`config.mk`:
```
export PLATFORM = sky130hd
export DESIGN_NAME = alu_pipe
export DESIGN_NICKNAME = d
export VERILOG_FILES = /design/src/rtl/alu_pkg.sv /design/src/rtl/alu_core.sv /design/src/rtl/alu_pipe.sv
export SDC_FILE = /design/constraint.sdc
export NUM_CORES = 1
export LEC_CHECK = 0
export BUFFER_PORTS_ARGS = -buffer_cell sky130_fd_sc_hd__buf_2
export CAP_MARGIN = 10
export CORE_MARGIN = 2
export CORE_UTILIZATION = 59
export DETAILED_ROUTE_END_ITERATION = 8
export PLACE_DENSITY = 0.9
export SYNTH_ARGS = -nofsm -noshare
export SYNTH_HDL_FRONTEND = slang
export SYNTH_SLANG_ARGS = --single-unit
```
`constraint.sdc`:
```
create_clock -name clk -period 4.9 [get_ports clk]
set_clock_uncertainty 0.2 [all_clocks]
set_input_delay 0.49 -clock clk [delete_from_list [all_inputs] [get_ports clk]]
set_output_delay 0.49 -clock clk [all_outputs]
set_load 0.05 [all_outputs]
```
`src/rtl/alu_pkg.sv`:
```
// rtl/alu_pkg.sv - ALU opcode and flag types shared by alu_core and alu_pipe
package alu_pkg;

    localparam int ALU_OP_BITS = 4;

    // Opcodes 12-15 are intentionally unassigned and decode as "undefined".
    typedef enum logic [ALU_OP_BITS-1:0] {
        OP_ADD   = 4'd0,
        OP_SUB   = 4'd1,
        OP_ADC   = 4'd2,
        OP_SBC   = 4'd3,
        OP_AND   = 4'd4,
        OP_OR    = 4'd5,
        OP_XOR   = 4'd6,
        OP_SHL   = 4'd7,
        OP_SHR   = 4'd8,
        OP_ASR   = 4'd9,
        OP_PASSB = 4'd10,
        OP_MUL   = 4'd11
    } alu_op_t;

    typedef struct packed {
        logic v;
        logic n;
        logic c;
        logic z;
    } alu_flags_t;

    localparam int FLAG_Z = 0;
    localparam int FLAG_C = 1;
    localparam int FLAG_N = 2;
    localparam int FLAG_V = 3;

endpackage

```
`src/rtl/alu_core.sv`:
```
// rtl/alu_core.sv - combinational ALU datapath; multiplier present only with ALU_PIPE_MUL_EN
module alu_core
    import alu_pkg::*;
#(
    parameter int DATA_BITS = 8
) (
    input  alu_op_t              op_i,
    input  logic [DATA_BITS-1:0] a_i,
    input  logic [DATA_BITS-1:0] b_i,
    input  logic                 cin_i,
    output logic [DATA_BITS-1:0] result_o,
    output alu_flags_t           flags_o
);

    localparam int AW = $clog2(DATA_BITS);

    logic [DATA_BITS-1:0] b_x;
    logic                 carry_in;
    logic [DATA_BITS:0]   sum;
    logic [AW-1:0]        amt;
    logic [DATA_BITS:0]   shl_ext;
    logic [DATA_BITS:0]   shr_ext;
    logic [DATA_BITS:0]   asr_ext;
    logic [DATA_BITS-1:0] res;
    logic                 c;
    logic                 v;

    // Subtraction is a + ~b + carry, so C=1 means "no borrow".
    assign b_x = (op_i == OP_SUB || op_i == OP_SBC) ? ~b_i : b_i;
    assign sum = {1'b0, a_i} + {1'b0, b_x} + {{DATA_BITS{1'b0}}, carry_in};

    // Shifts carry one guard bit so the last bit shifted out lands in a fixed position.
    assign amt     = b_i[AW-1:0];
    assign shl_ext = {1'b0, a_i} << amt;
    assign shr_ext = {a_i, 1'b0} >> amt;
    assign asr_ext = $signed({a_i, 1'b0}) >>> amt;

`ifdef ALU_PIPE_MUL_EN
    logic [2*DATA_BITS-1:0] prod;
    assign prod = {{DATA_BITS{1'b0}}, a_i} * {{DATA_BITS{1'b0}}, b_i};
`endif

    // Carry-in selection for the shared adder.
    always_comb begin
        carry_in = 1'b0;
        case (op_i)
            OP_SUB:         carry_in = 1'b1;
            OP_ADC, OP_SBC: carry_in = cin_i;
            default:        carry_in = 1'b0;
        endcase
    end

    // Result and flag selection; undefined ops yield zero, which makes Z=1 and the rest 0.
    always_comb begin
        res = '0;
        c   = 1'b0;
        v   = 1'b0;
        case (op_i)
            OP_ADD, OP_SUB, OP_ADC, OP_SBC: begin
                res = sum[DATA_BITS-1:0];
                c   = sum[DATA_BITS];
                v   = (a_i[DATA_BITS-1] == b_x[DATA_BITS-1]) &&
                      (sum[DATA_BITS-1] != a_i[DATA_BITS-1]);
            end
            OP_AND:   res = a_i & b_i;
            OP_OR:    res = a_i | b_i;
            OP_XOR:   res = a_i ^ b_i;
            OP_SHL: begin
                res = shl_ext[DATA_BITS-1:0];
                c   = shl_ext[DATA_BITS];
            end
            OP_SHR: begin
                res = shr_ext[DATA_BITS:1];
                c   = shr_ext[0];
            end
            OP_ASR: begin
                res = asr_ext[DATA_BITS:1];
                c   = asr_ext[0];
            end
            OP_PASSB: res = b_i;
`ifdef ALU_PIPE_MUL_EN
            OP_MUL: begin
                res = prod[DATA_BITS-1:0];
                c   = |prod[2*DATA_BITS-1:DATA_BITS];
            end
`endif
            default:  res = '0;
        endcase
        result_o  = res;
        flags_o.v = v;
        flags_o.n = res[DATA_BITS-1];
        flags_o.c = c;
        flags_o.z = (res == '0);
    end

endmodule

```
`src/rtl/alu_pipe.sv`:
```
// rtl/alu_pipe.sv - two-stage valid/ready ALU pipeline; optional multiply via ALU_PIPE_MUL_EN
module alu_pipe
    import alu_pkg::*;
#(
    parameter int DATA_BITS = 8,
    parameter int OP_BITS   = 4
) (
    input  logic                 clk,
    input  logic                 reset,
    input  logic                 in_valid,
    output logic                 in_ready,
    input  logic [OP_BITS-1:0]   in_op,
    input  logic [DATA_BITS-1:0] in_a,
    input  logic [DATA_BITS-1:0] in_b,
    input  logic                 in_cin,
    output logic                 out_valid,
    input  logic                 out_ready,
    output logic [DATA_BITS-1:0] out_result,
    output logic [3:0]           out_flags
);

    logic                 s1_valid_q, s1_valid_d;
    alu_op_t              s1_op_q,    s1_op_d;
    logic [DATA_BITS-1:0] s1_a_q,     s1_a_d;
    logic [DATA_BITS-1:0] s1_b_q,     s1_b_d;
    logic                 s1_cin_q,   s1_cin_d;
    logic                 s2_valid_q, s2_valid_d;
    logic [DATA_BITS-1:0] s2_result_q, s2_result_d;
    alu_flags_t           s2_flags_q,  s2_flags_d;

    logic [DATA_BITS-1:0] core_result;
    alu_flags_t           core_flags;
    logic                 adv2;

    alu_core #(.DATA_BITS(DATA_BITS)) u_core (
        .op_i     (s1_op_q),
        .a_i      (s1_a_q),
        .b_i      (s1_b_q),
        .cin_i    (s1_cin_q),
        .result_o (core_result),
        .flags_o  (core_flags)
    );

    // Stage 2 moves whenever it is empty or being drained; stage 1 follows it, so a full
    // pipe with both sides ready still advances every cycle.
    assign adv2       = ~s2_valid_q | out_ready;
    assign in_ready   = ~s1_valid_q | adv2;
    assign out_valid  = s2_valid_q;
    assign out_result = s2_result_q;
    assign out_flags  = s2_flags_q;

    // Next-state for both stages; data registers only load on a real transfer.
    always_comb begin
        s1_valid_d  = s1_valid_q;
        s1_op_d     = s1_op_q;
        s1_a_d      = s1_a_q;
        s1_b_d      = s1_b_q;
        s1_cin_d    = s1_cin_q;
        s2_valid_d  = s2_valid_q;
        s2_result_d = s2_result_q;
        s2_flags_d  = s2_flags_q;
        if (in_ready) begin
            s1_valid_d = in_valid;
            if (in_valid) begin
                s1_op_d  = alu_op_t'(in_op);
                s1_a_d   = in_a;
                s1_b_d   = in_b;
                s1_cin_d = in_cin;
            end
        end
        if (adv2) begin
            s2_valid_d = s1_valid_q;
            if (s1_valid_q) begin
                s2_result_d = core_result;
                s2_flags_d  = core_flags;
            end
        end
    end

    // Pipeline registers; reset drops anything in flight.
    always_ff @(posedge clk or posedge reset) begin
        if (reset) begin
            s1_valid_q  <= 1'b0;
            s1_op_q     <= OP_ADD;
            s1_a_q      <= '0;
            s1_b_q      <= '0;
            s1_cin_q    <= 1'b0;
            s2_valid_q  <= 1'b0;
            s2_result_q <= '0;
            s2_flags_q  <= '0;
        end else begin
            s1_valid_q  <= s1_valid_d;
            s1_op_q     <= s1_op_d;
            s1_a_q      <= s1_a_d;
            s1_b_q      <= s1_b_d;
            s1_cin_q    <= s1_cin_d;
            s2_valid_q  <= s2_valid_d;
            s2_result_q <= s2_result_d;
            s2_flags_q  <= s2_flags_d;
        end
    end

endmodule
```
* After elaboration in Yosys (flattened, before gate mapping)
Cells that the tools add are included.
** Word-level totals
- Input port bits :: 25
- Logic and storage cells :: 49
- Output and inout port bits :: 14
- Flip-flop bits (word level) :: 35
** Cells by class
- Mux-type cells :: 5
- $add $sub $neg :: 2
- Shifts and indexed selects :: 3
- Equal/unequal tests :: 12
- Bitwise logic cells :: 8
- Reductions and logical operators :: 8
** Operators by type and width (number)
- 8-bit case mux with 8 select lines :: 1
- 4-bit by 3-bit equality test with 1-bit output, second input constant :: 4
- 4-bit equality test, second input constant :: 3
- 8-bit by 8-bit adder with 9-bit output :: 1
- 9-bit by 1-bit adder with 9-bit output :: 1
- 8-bit by 3-bit left shift with 9-bit output :: 1
- 9-bit by 3-bit right shift with 9-bit output :: 1
- 9-bit by 3-bit >>> shifter with 9-bit output :: 1
- 8-bit bitwise AND :: 1
- 4-bit by 2-bit equality test with 1-bit output, second input constant :: 2
- 8-bit zero test :: 1
- 8-bit 2-to-1 mux :: 1
- 8-bit inverter :: 1
- 8-bit bitwise OR :: 1
- 8-bit XOR :: 1
- 4-bit by 1-bit equality test with 1-bit output, second input constant :: 1
- 4-bit zero test :: 1
- 1-bit case mux with 4 select lines :: 1
- 2-bit AND reduction :: 2
- 4-bit OR reduction :: 1
- 1-bit inverter :: 2
- 1-bit bitwise OR :: 2
- 1-bit case mux with 2 select lines :: 1
- 2-bit OR reduction :: 1
- other kinds (5) :: 5

* Depth between registers and ports, before layout
- Word-level depth :: 8
- Depth in mapped cells :: 15
- Mapped depth without buffers :: 13

* Hierarchy
From an unflattened synthesis, not the netlist that was laid out.
** Unflattened totals
- Cell total of the unflattened synthesis :: 331
- Area, all modules :: 3440.8 um2
** By module, submodules not included
- alu_core :: area each 1965.6 um2, instances 1, cells each 253, seq. area each 0.0 um2
- alu_pipe :: area each 1475.2 um2, instances 1, cells each 78, seq. area each 875.8 um2

* Worst setup path after synthesis
OpenSTA, ideal clock, no wires.
- Path type :: register to register
- From :: reg s1_op_q[3]
- To :: reg s2_result_q[6] (netlist: out_result[6])
- Path buffers :: 2
- Cell stages (with the launch flop) :: 15
- Clock period less this slack :: 3405 ps
- Setup time :: 125 ps
- Arrival time :: 3080 ps
- Slack :: 1495 ps
- Data required time :: 4575 ps
- Cell sequence :: dfrtp_1 -> clkbuf_1 -> nor2_1 -> and2_1 -> buf_2 -> xnor2_1 -> fa_1 -> inv_1 -> fa_1 -> nand2b_1 -> a21oi_1 -> nor4_1 -> a31oi_1 -> o211ai_2 -> mux2_2
** Between the ends
- Word-level cells in the longest chain between the ends :: 6
- Elaborated cells on any way between the ends :: 19
- Those cells by class :: add/sub: 2; eq/ne: 10; mux: 3; reduce/logical: 4
** Ends and longest elaborated chain
- start, declared :: line alu_pipe.sv:23 : alu_op_t s1_op_q, s1_op_d;
- start signal, assigned :: line alu_pipe.sv:93 : s1_op_q <= s1_op_d;
- 4-bit by 1-bit equality test with 1-bit output or 4-bit by 2-bit equality test with 1-bit output (tied branches) :: line alu_core.sv:29, alu_core.sv:46, alu_core.sv:58
- 1-bit logical OR :: line alu_core.sv:29 : assign b_x = (op_i == OP_SUB || op_i == OP_SBC) ? ~b_i : b_i;
- 8-bit 2-to-1 mux :: line alu_core.sv:29
- 8-bit by 8-bit adder with 9-bit output :: line alu_core.sv:30 : assign sum = {1'b0, a_i} + {1'b0, b_x} + {{DATA_BITS{1'b0}}, carry_in};
- 9-bit by 1-bit adder with 9-bit output :: line alu_core.sv:30
- 8-bit case mux with 8 select lines (*) :: line alu_core.sv:58 : case (op_i)
- end signal, assigned :: line alu_pipe.sv:98 : s2_result_q <= s2_result_d;
- end, declared :: line alu_pipe.sv:28 : logic [DATA_BITS-1:0] s2_result_q, s2_result_d;
Every way passes the cells marked *; elsewhere a longest branch is shown, timed or not.
A chain may end at the register's enable or synchronous reset.

* Final worst setup path
- From :: reg s1_op_q[2]
- To :: reg s2_flags_q (netlist bit out_flags[0])
** Between the ends
- Word-level cells in the longest chain between the ends :: 7
- Elaborated cells on any way between the ends :: 20
- Those cells by class :: add/sub: 2; eq/ne: 10; mux: 3; reduce/logical: 5
** Ends and longest elaborated chain
- 4-bit by 1-bit equality test with 1-bit output or 4-bit by 2-bit equality test with 1-bit output (tied branches) :: line alu_core.sv:29, alu_core.sv:46, alu_core.sv:58
- 1-bit logical OR :: line alu_core.sv:29
- 8-bit 2-to-1 mux :: line alu_core.sv:29
- 8-bit by 8-bit adder with 9-bit output :: line alu_core.sv:30
- 9-bit by 1-bit adder with 9-bit output :: line alu_core.sv:30
- 8-bit case mux with 8 select lines (*) :: line alu_core.sv:58
- 8-bit zero test (*) :: line alu_core.sv:93 : flags_o.z = (res == '0);
- end signal, assigned :: line alu_pipe.sv:99 : s2_flags_q <= s2_flags_d;
- end, declared :: line alu_pipe.sv:29 : alu_flags_t s2_flags_q, s2_flags_d;
Marks and branches as above.

==> Implementation_results.wiki <==
{| class="wikitable"
! Metric !! Value
|-
| Result of the run || finished, final reports clean
|-
| Placed cells || 425
|-
| Max Root-Sink Buffers || 2
|-
| CP Capture Type || flop
|-
| Via count of the first global-routing pass || 2,706
|-
| Drc violations || 0
|-
| CTS Hold Buffers Added || 0
|-
| I/O pin count || 39
|-
| Pin count of the biggest net entering global routing || 35
|-
| Worst EP required || 4.94 ns
|-
| Unique masters post-synth || 72
|-
| Portion of the post-synthesis area used by sequential elements || 26.8%
|-
| Pre-Repair DR Iteration Count || 5
|-
| Setup Viol. Count Final || 0
|-
| Clk root buf || sky130_fd_sc_hd__clkbuf_8
|-
| Most frequent cell after synthesis || sky130_fd_sc_hd__dfrtp_1
|-
| Setup ws final || 0.944 ns
|-
| Internal power summed over all cells || 0.000745 W
|-
| Placement-stage worst setup slack || 1.03 ns
|-
| Wire length of the first global-routing pass || 15.0 mm
|-
| Cells taking the most area after synthesis || sky130_fd_sc_hd__dfrtp_1 27%, sky130_fd_sc_hd__mux2_2 10%, sky130_fd_sc_hd__ha_1 9.5%
|-
| Antenna cells || 0
|-
| Crit start category || flop
|-
| Yosys top cell by area || sky130_fd_sc_hd__dfrtp_1
|-
| Starting DRT DRC Count || ~320
|-
| Routability-driven placement congestion ratio || 1.05
|-
| Synth Register Bits || 34
|-
| All-layer global routing usage || 32.5%
|-
| Htree depth || 2
|-
| Setup fix buffers added after clock tree synthesis || 0
|-
| Unrepaired setup endpoints after global routing || no
|-
| Total negative setup slack || 0 ns
|-
| Sink Count || 34
|-
| Total vias in the final route || 2,835
|-
| Count of mapped cells out of synthesis || 337
|-
| Max Fclk || 0.253 GHz
|-
| Number of CTS-inserted buffers || 5
|-
| Worst hold margin || 0.0921 ns
|-
| Slew at the pin closest to its max-slew limit || ~0.89 ns
|-
| Full die area || 0.00598 mm²
|-
| Relative contribution of the clock network to total power || 14.1%
|-
| DIE WIDTH || around 77 µm
|-
| Switching power || 0.000709 W
|-
| Worst r2r path cells || 13
|-
| Total power after layout || 0.00145 W
|-
| Worst slew margin relative to its limit || 40.5%
|-
| Share of final-layout standard cells stronger than drive strength 1 || between 20% and 30%
|-
| Share of power burned in combinational logic || a little under three fifths
|-
| Wire length per cell || about 21 µm
|-
| TritonCTS clock tree || done
|-
| Main flop type after synthesis || sky130_fd_sc_hd__dfrtp_1
|-
| Final clock period utilization by the worst path || between 80% and 90%
|-
| Final routed wirelength across all metal layers || about 9.1 mm
|-
| Number of vias per cell after detailed routing || 6.56
|-
| Critical path type || flop to flop
|-
| YS warnings || 0
|-
| Number of rows in the core area || 26
|-
| Resized cells post-CTS || 0
|-
| Clock-pin slew of the registers on the worst-case setup and hold paths || 0.08 ns
|-
| Syn Area/Cell || 9.41 µm²
|-
| Highest net fanout along the worst path || 14
|-
| Max-cap viol count || 0
|-
| Y dimension of the die || 77.3 µm
|-
| Net count of the mapped netlist || 388
|-
| Shortest clock period the worst path allows after layout || 3.96 ns
|-
| Hold Violations, Final || 0
|-
| Initial standard-cell utilization of the core || 61.7%
|-
| Finished Layout Cells || 432
|-
| Final antenna-violating net count || 0
|-
| Clock latency reported for the late side of the worst-skew pair || 0.30 ns
|-
| Top cell type's share of synthesized area || a little over a quarter
|-
| Syn-to-layout area delta || 7.77%
|-
| Hold/Removal Path Class || input pin to asynchronous set/reset pin
|-
| Placed wire-length estimate after detailed placement || 6.65 mm
|-
| Floorplan core area || 0.00514 mm²
|-
| Mapped cell area || 0.00317 mm²
|-
| Global route total overflow || 0
|-
| Number of synthesized flops with an enable pin || 0
|-
| Arr. time, crit path || 3.99 ns
|-
| Synth cell count leaders || 34 x sky130_fd_sc_hd__dfrtp_1, 29 x sky130_fd_sc_hd__mux2_2, 27 x sky130_fd_sc_hd__nand2_1
|-
| Static Leakage || 1.52 nW
|-
| Total Nets Final || roughly 410
|-
| Slew Limit Fails || 0
|-
| Share of synthesized flip-flops with an asynchronous set or reset || 100%
|-
| Share of total power in sequential cells || 30.2%
|-
| Proportion of total power due to net switching || 48.8%
|-
| Number of antenna violations at the first check in global routing || 0
|-
| Pwr Density || 425 mW/mm²
|-
| Count of port buffers added during placement || 38
|-
| Highest ir drop seen on vdd || 234 µV
|}
[critical path, stage by stage, from the launching register on]
cell and delay, ns:
sky130_fd_sc_hd__dfrtp_1 0.55, sky130_fd_sc_hd__nor2_1 0.52, sky130_fd_sc_hd__and2_1 0.50, sky130_fd_sc_hd__xnor2_1 0.20, sky130_fd_sc_hd__fa_1 0.23, sky130_fd_sc_hd__inv_1 0.06
sky130_fd_sc_hd__fa_1 0.39, sky130_fd_sc_hd__nand2b_1 0.17, sky130_fd_sc_hd__a21oi_1 0.27, sky130_fd_sc_hd__nor2_1 0.06, sky130_fd_sc_hd__o21ai_0 0.14, sky130_fd_sc_hd__nand4_1 0.18
sky130_fd_sc_hd__nor3_1 0.21, sky130_fd_sc_hd__a32o_2 0.21
[area by class of cell]
type / instances / area (µm²)
sequential: 34 / 851
multi-input combinational: 257 / 2100
fill: 431 / 1720
tap: 70 / 87.6
timing repair buffer: 41 / 213
inverter: 23 / 86.3
clock buffer: 5 / 68.8
clock inverter: 2 / 10.0
[stage by stage]
step                      cell area, µm²  utilization (%)
final                               3420             66.5
after global routing                3420             66.5
after CTS                           3420             66.5
after detailed placement            3340             65.0
after global placement              3340             65.0
after floorplan                     3170                -
[path summary, 6_finish.rpt]
kind / from / endpoint / slack, ns
worst max-delay path: s1_op_q[2]$_DFFE_PP0P_ / out_flags[0]$_DFFE_PP0P_ / 0.94
worst min-delay path: reset / out_result[1]$_DFFE_PP0P_ / 0.09
min in group clk: in_valid / s1_valid_q$_DFFE_PP0N_ / 0.21
worst max register to register: s1_op_q[2]$_DFFE_PP0P_ / out_flags[0]$_DFFE_PP0P_ / 0.94
worst min register to register: out_result[1]$_DFFE_PP0P_ / out_result[1]$_DFFE_PP0P_ / 0.28
max in group asynchronous: reset / s1_a_q[3]$_DFFE_PP0P_ / 4.09
[sequential cells by signal (all words and copies together), names as in the netlist]
signal	count
s1_op_q	4
s1_valid_q	1
out_valid	1
s1_cin_q	1
out_flags	3
s1_a_q	8
s1_b_q	8
out_result	8
[per-layer routing]
metal,up-vias,track usage [%],routed length (µm)
met4,0,12.5,303
li1,1294,-,-
met1,1322,45.6,3700
met5,-,0,0
met3,26,8.00,967
met2,193,48.3,4140
[cell families (layout without fill, tap and decap cells)]
logic type,Yosys count,in the layout,share of synthesized area [%]
buffers and inverters,46,71,6.90
adders and majority gates,26,26,10.7
muxes,43,43,17.5
DFF,34,34,26.8
AOI/OAI and AO/OA,87,87,19.5
and+or+nand+nor,89,89,15.3
xor gates and xnor gates,12,12,3.31
[power groups by stage]
stage | logic (W) | clock network [W] | registers (W)
detailed placement | 0.000793 | 0 | 0.000440
global placement | 0.000781 | 0 | 0.000436
finish | 0.000810 | 0.000204 | 0.000439
floorplan | 0.000527 | 0 | 0.000522
global route | 0.000874 | 0.000220 | 0.000450
CTS | 0.000799 | 0.000206 | 0.000435
[layout by cell type, fill, tap and decap left out, drive strengths merged, types with 11 or more instances in the layout]
cell type  instances
nand2             27
mux2              30
buf               41
dfrtp             34
ha                24
o21ai             18
inv               21
a21oi             13
nor2              17
xnor2             11
Note: power is estimated with default switching activity, not from simulation.
